[src/rtl/mem_arb_pkg.sv]
// ============================================================================
// Module      : mem_arb_pkg
// Description : Shared constants for the instruction/data memory arbiter.
// Revision    : 1.0 - initial release
// ============================================================================
`default_nettype none

package mem_arb_pkg;

    localparam int unsigned LATENCY_DEFAULT = 4;
    localparam int unsigned CNT_W           = 4;

    localparam logic [1:0] ST_IDLE   = 2'd0;
    localparam logic [1:0] ST_BUSY_I = 2'd1;
    localparam logic [1:0] ST_BUSY_D = 2'd2;
    localparam logic [1:0] ST_DONE   = 2'd3;

endpackage

`default_nettype wire

[src/rtl/mem_arb_counter.sv]
// ============================================================================
// Module      : mem_arb_counter
// Description : Loadable down-counter; o_tc flags the final counted cycle.
// Revision    : 1.0 - initial release
// ============================================================================
`default_nettype none

module mem_arb_counter
    import mem_arb_pkg::*;
#(
    parameter int unsigned WIDTH = CNT_W
) (
    input  logic             clk,
    input  logic             rst,
    input  logic             i_load,
    input  logic [WIDTH-1:0] i_load_val,
    input  logic             i_dec,
    output logic [WIDTH-1:0] o_count,
    output logic             o_tc
);

    logic [WIDTH-1:0] r_count;

    always_ff @(posedge clk or posedge rst) begin
        if (rst) begin
            r_count <= '0;
        end else if (i_load) begin
            r_count <= i_load_val;
        end else if (i_dec && (r_count != '0)) begin
            r_count <= r_count - WIDTH'(1);
        end
    end

    assign o_count = r_count;
    assign o_tc    = (r_count == WIDTH'(1));

endmodule

`default_nettype wire

[src/rtl/mem_arbiter.sv]
// ============================================================================
// Module      : mem_arbiter
// Description : Two-requester (fetch/data) arbiter for a single-port memory
//               with fixed access latency. Define MEM_ARB_ROUND_ROBIN_EN to
//               alternate grants when both sides request together.
// Revision    : 1.0 - initial release
// ============================================================================
`default_nettype none

module mem_arbiter
    import mem_arb_pkg::*;
#(
    parameter int unsigned LATENCY = LATENCY_DEFAULT
) (
    input  logic        clk,
    input  logic        rst,
    input  logic        i_req,
    input  logic [15:0] i_addr,
    input  logic        i_cancel,
    output logic        i_valid,
    output logic [15:0] i_rdata,
    input  logic        d_req,
    input  logic        d_wr,
    input  logic [15:0] d_addr,
    input  logic [15:0] d_wdata,
    output logic        d_valid,
    output logic [15:0] d_rdata,
    output logic        mem_en,
    output logic        mem_wr,
    output logic [15:0] mem_addr,
    output logic [15:0] mem_wdata,
    input  logic [15:0] mem_rdata,
    output logic        busy
);

    logic [1:0]       r_state;
    logic             r_owner_d;
    logic             r_cancel;
    logic             r_wr;
    logic [15:0]      r_addr;
    logic [15:0]      r_wdata;
    logic             w_grant_d;
    logic             w_grant_i;
    logic             w_in_busy;
    logic             w_tc;
    logic [CNT_W-1:0] w_count;

`ifdef MEM_ARB_ROUND_ROBIN_EN
    logic r_last_d;

    // On contention the side that did not win last time takes this grant.
    assign w_grant_d = (r_state == ST_IDLE) && d_req && (!i_req || !r_last_d);

    always_ff @(posedge clk or posedge rst) begin
        if (rst) begin
            r_last_d <= 1'b0;
        end else if (w_grant_d) begin
            r_last_d <= 1'b1;
        end else if (w_grant_i) begin
            r_last_d <= 1'b0;
        end
    end
`else
    assign w_grant_d = (r_state == ST_IDLE) && d_req;
`endif

    assign w_grant_i = (r_state == ST_IDLE) && i_req && !w_grant_d;
    assign w_in_busy = (r_state == ST_BUSY_I) || (r_state == ST_BUSY_D);

    mem_arb_counter #(
        .WIDTH (CNT_W)
    ) u_counter (
        .clk        (clk),
        .rst        (rst),
        .i_load     (w_grant_d || w_grant_i),
        .i_load_val (CNT_W'(LATENCY)),
        .i_dec      (w_in_busy),
        .o_count    (w_count),
        .o_tc       (w_tc)
    );

    always_ff @(posedge clk or posedge rst) begin
        if (rst) begin
            r_state   <= ST_IDLE;
            r_owner_d <= 1'b0;
            r_cancel  <= 1'b0;
            r_wr      <= 1'b0;
            r_addr    <= '0;
            r_wdata   <= '0;
        end else begin
            case (r_state)
                ST_IDLE: begin
                    if (w_grant_d) begin
                        r_state   <= ST_BUSY_D;
                        r_owner_d <= 1'b1;
                        r_cancel  <= 1'b0;
                        r_wr      <= d_wr;
                        r_addr    <= d_addr;
                        r_wdata   <= d_wdata;
                    end else if (w_grant_i) begin
                        r_state   <= ST_BUSY_I;
                        r_owner_d <= 1'b0;
                        r_cancel  <= 1'b0;
                        r_wr      <= 1'b0;
                        r_addr    <= i_addr;
                        r_wdata   <= '0;
                    end
                end
                ST_BUSY_I, ST_BUSY_D: begin
                    // A redirect only marks the fetch; the memory cycle still runs out.
                    if ((r_state == ST_BUSY_I) && i_cancel) begin
                        r_cancel <= 1'b1;
                    end
                    if (w_tc) begin
                        r_state <= ST_DONE;
                    end
                end
                default: begin
                    r_state <= ST_IDLE;
                end
            endcase
        end
    end

    assign mem_en    = w_in_busy && (w_count == CNT_W'(LATENCY));
    assign mem_wr    = mem_en && r_wr;
    assign mem_addr  = r_addr;
    assign mem_wdata = r_wdata;

    assign i_valid = (r_state == ST_DONE) && !r_owner_d && !r_cancel && !i_cancel;
    assign d_valid = (r_state == ST_DONE) && r_owner_d;
    assign i_rdata = i_valid ? mem_rdata : 16'h0000;
    assign d_rdata = d_valid ? mem_rdata : 16'h0000;
    assign busy    = (r_state != ST_IDLE);

endmodule

`default_nettype wire

[config.mk]
export PLATFORM = sky130hd
export DESIGN_NAME = mem_arbiter
export DESIGN_NICKNAME = d
export VERILOG_FILES = /design/src/rtl/mem_arb_pkg.sv /design/src/rtl/mem_arb_counter.sv /design/src/rtl/mem_arbiter.sv
export SDC_FILE = /design/constraint.sdc
export NUM_CORES = 1
export LEC_CHECK = 0
export BUFFER_PORTS_ARGS = -buffer_cell sky130_fd_sc_hd__buf_2
export CAP_MARGIN = 10
export CORE_MARGIN = 2
export CORE_UTILIZATION = 45
export DETAILED_ROUTE_END_ITERATION = 8
export PLACE_DENSITY = 0.94
export SLEW_MARGIN = 20
export SYNTH_ARGS = -nofsm -noshare
export SYNTH_HDL_FRONTEND = slang
export SYNTH_SLANG_ARGS = --single-unit
[constraint.sdc]
create_clock -name clk -period 3.5 [get_ports clk]
set_clock_uncertainty 0.2 [all_clocks]
set_input_delay 0.35 -clock clk [delete_from_list [all_inputs] [get_ports clk]]
set_output_delay 0.35 -clock clk [all_outputs]
set_load 0.02 [all_outputs]
After elaboration in Yosys (flattened, before gate mapping). Index checks and enable logic that the tools add are counted.

Register bits: 41. Input port bits: 70.

Add/sub/neg operators: 1. Equal/unequal tests: 8. Muxes and demuxes: 18. Reductions and logical operators: 27.

Operators by type and width (count): 16-bit 2-to-1 mux (6); 1-bit logical AND (11); 4-bit 2-to-1 mux (2); 2-bit nonzero test (4); 2-bit 2-to-1 mux (3); 1-bit 2-to-1 mux (5); 2-bit == test, second input constant (2); 4-bit by 1-bit == test with 1-bit output, second input constant (1); 4-bit by 3-bit == test with 1-bit output, second input constant (1); 1-bit zero test (4); 2-bit case mux with 2 select lines (1); 2-bit AND reduction (2); 4-bit nonzero test (1); 4-bit by 1-bit subtractor with 4-bit output, second input constant (1); 3-bit != test, second input constant (1); 3-bit AND reduction (1); 2-bit by 1-bit == test with 1-bit output, second input constant (1); 2-bit zero test (1); 1-bit logical OR (2); 2-bit by 1-bit != test with 1-bit output, second input constant (1); 2-bit != test, second input constant (1); 1-bit case mux with 2 select lines (1); 2-bit OR reduction (1).

Logic depth before layout (Yosys ltp).
Depth in word-level cells: 7. Mapped depth: 7. Gate-level depth less buffers: 5.

By module. A second synthesis with hierarchy kept.

Cell total of the unflattened synthesis: 211. Area, all modules: 2198.4 um^2.

By module, submodules not included: mem_arbiter (instances 1, cells each 181, area an instance 1911.8 um^2); mem_arb_counter (instances 1, cells each 30, area an instance 286.5 um^2).

Worst setup path before layout. OpenSTA, ideal clock, no wires.

Kind: flip-flop to output port. Start point: register r_state[0]. End point: output mem_wr. Data arrival time: 1.308 ns. Required time: 2.950 ns. Setup slack: 1.642 ns. Cell stages (with the launch flop): 5. Path buffers: 0. Path through: dfrtp_1 > inv_1 > ha_1 > and4b_1 > and2_1.

Longest elaborated chain between the ends: 4.

RTL lines: start, declared (RTL line mem_arbiter.sv:36) `logic [1:0] r_state;`; start signal, assigned (RTL line mem_arbiter.sv:84) `r_state <= ST_IDLE;`; start signal, assigned (RTL line mem_arbiter.sv:94) `r_state <= ST_BUSY_D;`; start signal, assigned (RTL line mem_arbiter.sv:101) `r_state <= ST_BUSY_I;`; 2-bit by 1-bit == test with 1-bit output or 2-bit == test (tied branches) (RTL line mem_arbiter.sv:68) `assign w_in_busy = (r_state == ST_BUSY_I) || (r_state == ST_BUSY_D);`; 1-bit logical OR * (RTL line mem_arbiter.sv:68); net u_counter.i_dec (RTL line mem_arb_counter.sv:17) `input logic i_dec,`; 1-bit logical AND * (RTL line mem_arbiter.sv:125) `assign mem_en = w_in_busy && (w_count == CNT_W'(LATENCY));`; net mem_en (RTL line mem_arbiter.sv:28) `output logic mem_en,`; 1-bit logical AND * (RTL line mem_arbiter.sv:126) `assign mem_wr = mem_en && r_wr;`; end, declared (RTL line mem_arbiter.sv:29) `output logic mem_wr,`.

The timed path passes the listed nets; every way through them passes the cells marked *.

Worst setup path after layout.
Start point: register r_state[0]. End point: output i_rdata[2].

Longest elaborated chain between the ends: 5.

RTL lines: 2-bit == test (RTL line mem_arbiter.sv:130) `assign i_valid = (r_state == ST_DONE) && !r_owner_d && !r_cancel && !i_cancel;`; 1-bit logical AND (3 in a row) (RTL line mem_arbiter.sv:130); 16-bit 2-to-1 mux (RTL line mem_arbiter.sv:132) `assign i_rdata = i_valid ? mem_rdata : 16'h0000;`; end, declared (RTL line mem_arbiter.sv:21) `output logic [15:0] i_rdata,`.

No other way between the ends.

==> qor.yml <==
critical_path:
  r2r_end: "r_state[1]$_DFFE_PP0P_"
  crit_path_end_kind: "output pin"
  critPathKind: "flop to output pin"
  crit_end: "i_rdata[2]"
  cp_data_required_time_ps: 2950
  r2r_slack_ps: 1510
  startpoint_type: "flop"
  cp_max_fo: 20
  crit_path_start: "r_state[0]$_DFFE_PP0P_"
  rr_startpoint: "r_state[1]$_DFFE_PP0P_"
  cp.arrival_ps: 2150
  r2r_cells: 5
logic_synthesis:
  ys_seq_area_share_pct: 48.4
  synth_cell_type_count: 29
  ys_ff_latch: 41
  yosysWarnings: 0
  syn_nets: 279
  synthCells: 203
  async_flop_share_pct: 100
  synthFlopType: "dfrtp_1"
  syn_avg_cell_area_um2: 10.4
  syn_area_mm2: 0.00212
  synth_edf_count: 0
layout:
  syn_to_final_growth_pct: 37.6
  fin_nets: 411
  drive_gt1_share_pct: 45.5
  antenna_cells: 0
sta:
  worst_pin_slew_ps: 665
  fmax_mhz: 371
  hold_violations: 0
  min_period_ps: 2700
  fin_crit_sh_pct: 77.1
  slew_viol_final: 0
  setup_viol: 0
  slew_headroom_pct: 55.6
  setup_tns_ps: 0
  worst_slack_ps: 801
  whs_ps: 68.1
  rsz0062_at_grt: "false"
clock_network:
  insertion_delay_ps: 290
  clockBufferDepth: 2
  clockRootBuffer: "clkbuf_8"
  h-tree-depth: 2
  cts_made_buffers: 5
  post_cts_resized: 0
  clkTransAtPathRegs_ps: 80
  cts_sinks: 41
  cts_tree: "done"
detailed_routing:
  drt-pass1-iter-count: 4
  vias: 1959
  route.detailed.drc: 0
  drtIter0Drc: 41
  wire_per_inst_um: 13.3
  postRouteAntennaNets: 0
  vias_per_cell: 5.05
  routed_wl_mm: 5.14
global_routing:
  antenna_found_initial: 0
  grt_pass1_wl_mm: 7.79
  grt_start_max_net_pins: 42
  first_global_vias: 1741
  grt_util_all_layers_pct: 19.2
  gr-total-overflow: 0
placement:
  io_buffers: 138
  post-place-ws_ps: 1130
  hpwl_mm: 3.95
  gp_congestion: 0.756
floorplan:
  core_area_mm2: 0.00444
  pin_count: 139
  die_h_um: 72.6
  dieArea_mm2: 0.00528
  num_rows: 24
  die_w_um: 72.6
  start_util_pct: 47.7
power_and_ir_drop:
  irDropWorstVdd_mv: 0.451
  power.leakage_nw: 1.77
  power_density_mw_per_mm2: 854
  p_total_mw: 2.49
hold_path:
  min_path_type: "input pin to flop"
run:
  drv_cap: 0
status:
  status: "complete, no violations"
[worst min-delay path by stage]
stage,from,to,slack [ps],depth (start not counted)
floorplan,r_wr$_DFFE_PP0P_,r_wr$_DFFE_PP0P_,260,1
finish,d_wdata[15],mem_wdata[15]$_DFFE_PP0P_,70,2
global placement,mem_addr[3]$_DFFE_PP0P_,mem_addr[3]$_DFFE_PP0P_,260,2
detailed placement,mem_addr[5]$_DFFE_PP0P_,mem_addr[5]$_DFFE_PP0P_,270,2
global route,d_wdata[13],mem_wdata[13]$_DFFE_PP0P_,60,2
CTS,d_wdata[15],mem_wdata[15]$_DFFE_PP0P_,60,2
[layout by cell type (no fill, tap or decap)]
cell and instances:
buf_2 138, dfrtp_1 41, nand2_1 20, o21ai_1 19
and2_1 19, mux2i_1 19, and3_1 17, a22o_1 17
inv_1 6, ha_1 6, clkbuf_8 6, nand3_1 3
or3b_1 2, o21bai_1 2, a21oi_2 2, nor2_1 2
buf_4 2, a31oi_1 1, o21ai_4 1, nand2b_1 1
nor3_1 1, nand2_2 1, nor3b_1 1, nor4b_4 1
and4b_1 1, nor2b_1 1, a21o_1 1, a21oi_1 1
a311oi_1 1, clkinv_2 1, clkinv_4 1, dlygate4sd3_1 1
[cells by family (layout without fill, tap and decap cells)]
kind of cell / after synthesis / in the layout / synth area share [%]
buffers and inverters: 22 / 155 / 4.84
AOI/OAI and AO/OA: 45 / 45 / 15.1
and+or+nand+nor: 70 / 70 / 19.1
adders and majority gates: 6 / 6 / 3.54
DFF: 41 / 41 / 48.4
muxes: 19 / 19 / 8.97
[state kept, by name, summed over array words and instances (netlist names)]
signal and flops:
mem_addr 16, mem_wdata 16, u_counter.o_count 4, r_state 2
r_cancel 1, r_owner_d 1, r_wr 1
[worst max-delay path, cell delays in order (launching register included)]
cell and delay, ps:
dfrtp_1 390, ha_1 490, nor4b_4 610, and2_1 210, buf_2 160
[synth_stat cells, drive strengths merged (2+ instances only)]
master / n / area share, %
dfrtp: 41 / 48
a21oi: 3 / 1.1
nand3: 3 / 0.71
buf: 11 / 2.9
nand2: 21 / 3.8
nor2: 2 / 0.35
or3b: 2 / 0.83
a22o: 17 / 7.0
inv: 6 / 1.1
o21bai: 2 / 0.71
mux2i: 19 / 9.0
ha: 6 / 3.5
and2: 19 / 5.6
and3: 17 / 5.0
clkbuf: 5 / 0.89
o21ai: 20 / 5.3
[per-stage QoR]
| stage | cell area (um^2) | instances | util [%] |
|---|---|---|---|
| after floorplan | 2120 | 203 | - |
| after global placement | 2810 | 379 | 63.2 |
| after CTS | 2920 | 388 | 65.6 |
| after global routing | 2920 | 388 | 65.6 |
| after detailed placement | 2810 | 379 | 63.2 |
| final | 2920 | 388 | 65.6 |
[routing by layer]
metal / vias up / part of all wire [%] / global-route usage [%]
li1: 970 / - / -
met1: 892 / 37 / 20.1
met2: 88 / 53 / 37.1
met3: 9 / 8.2 / 5.39
met4: 0 / 1.2 / 5.56
met5: - / 0 / 0
[layout make-up]
cell class              count  area (um^2)
fillers                   373         1530
flip-flops and latches     41         1030
multi-input cells         140          991
repair buffers            141          716
clock buffers               6         82.6
well taps                  52         65.1
inverters                   6         22.5
clock inverters             2         13.8
[report_power, final]
part / internal [mW] / switching [mW]
sequential: 0.693 / 0.144
clock: 0.160 / 0.162
combinational: 0.523 / 0.809
[timing repair]
action	4_1_cts	5_1_grt
hold buffers	1	0
endpoints found under the hold margin	41	0
setup buffers	0	0
setup endpoints to repair	0	0
No activity file was read; power rests on OpenSTA's default activity.
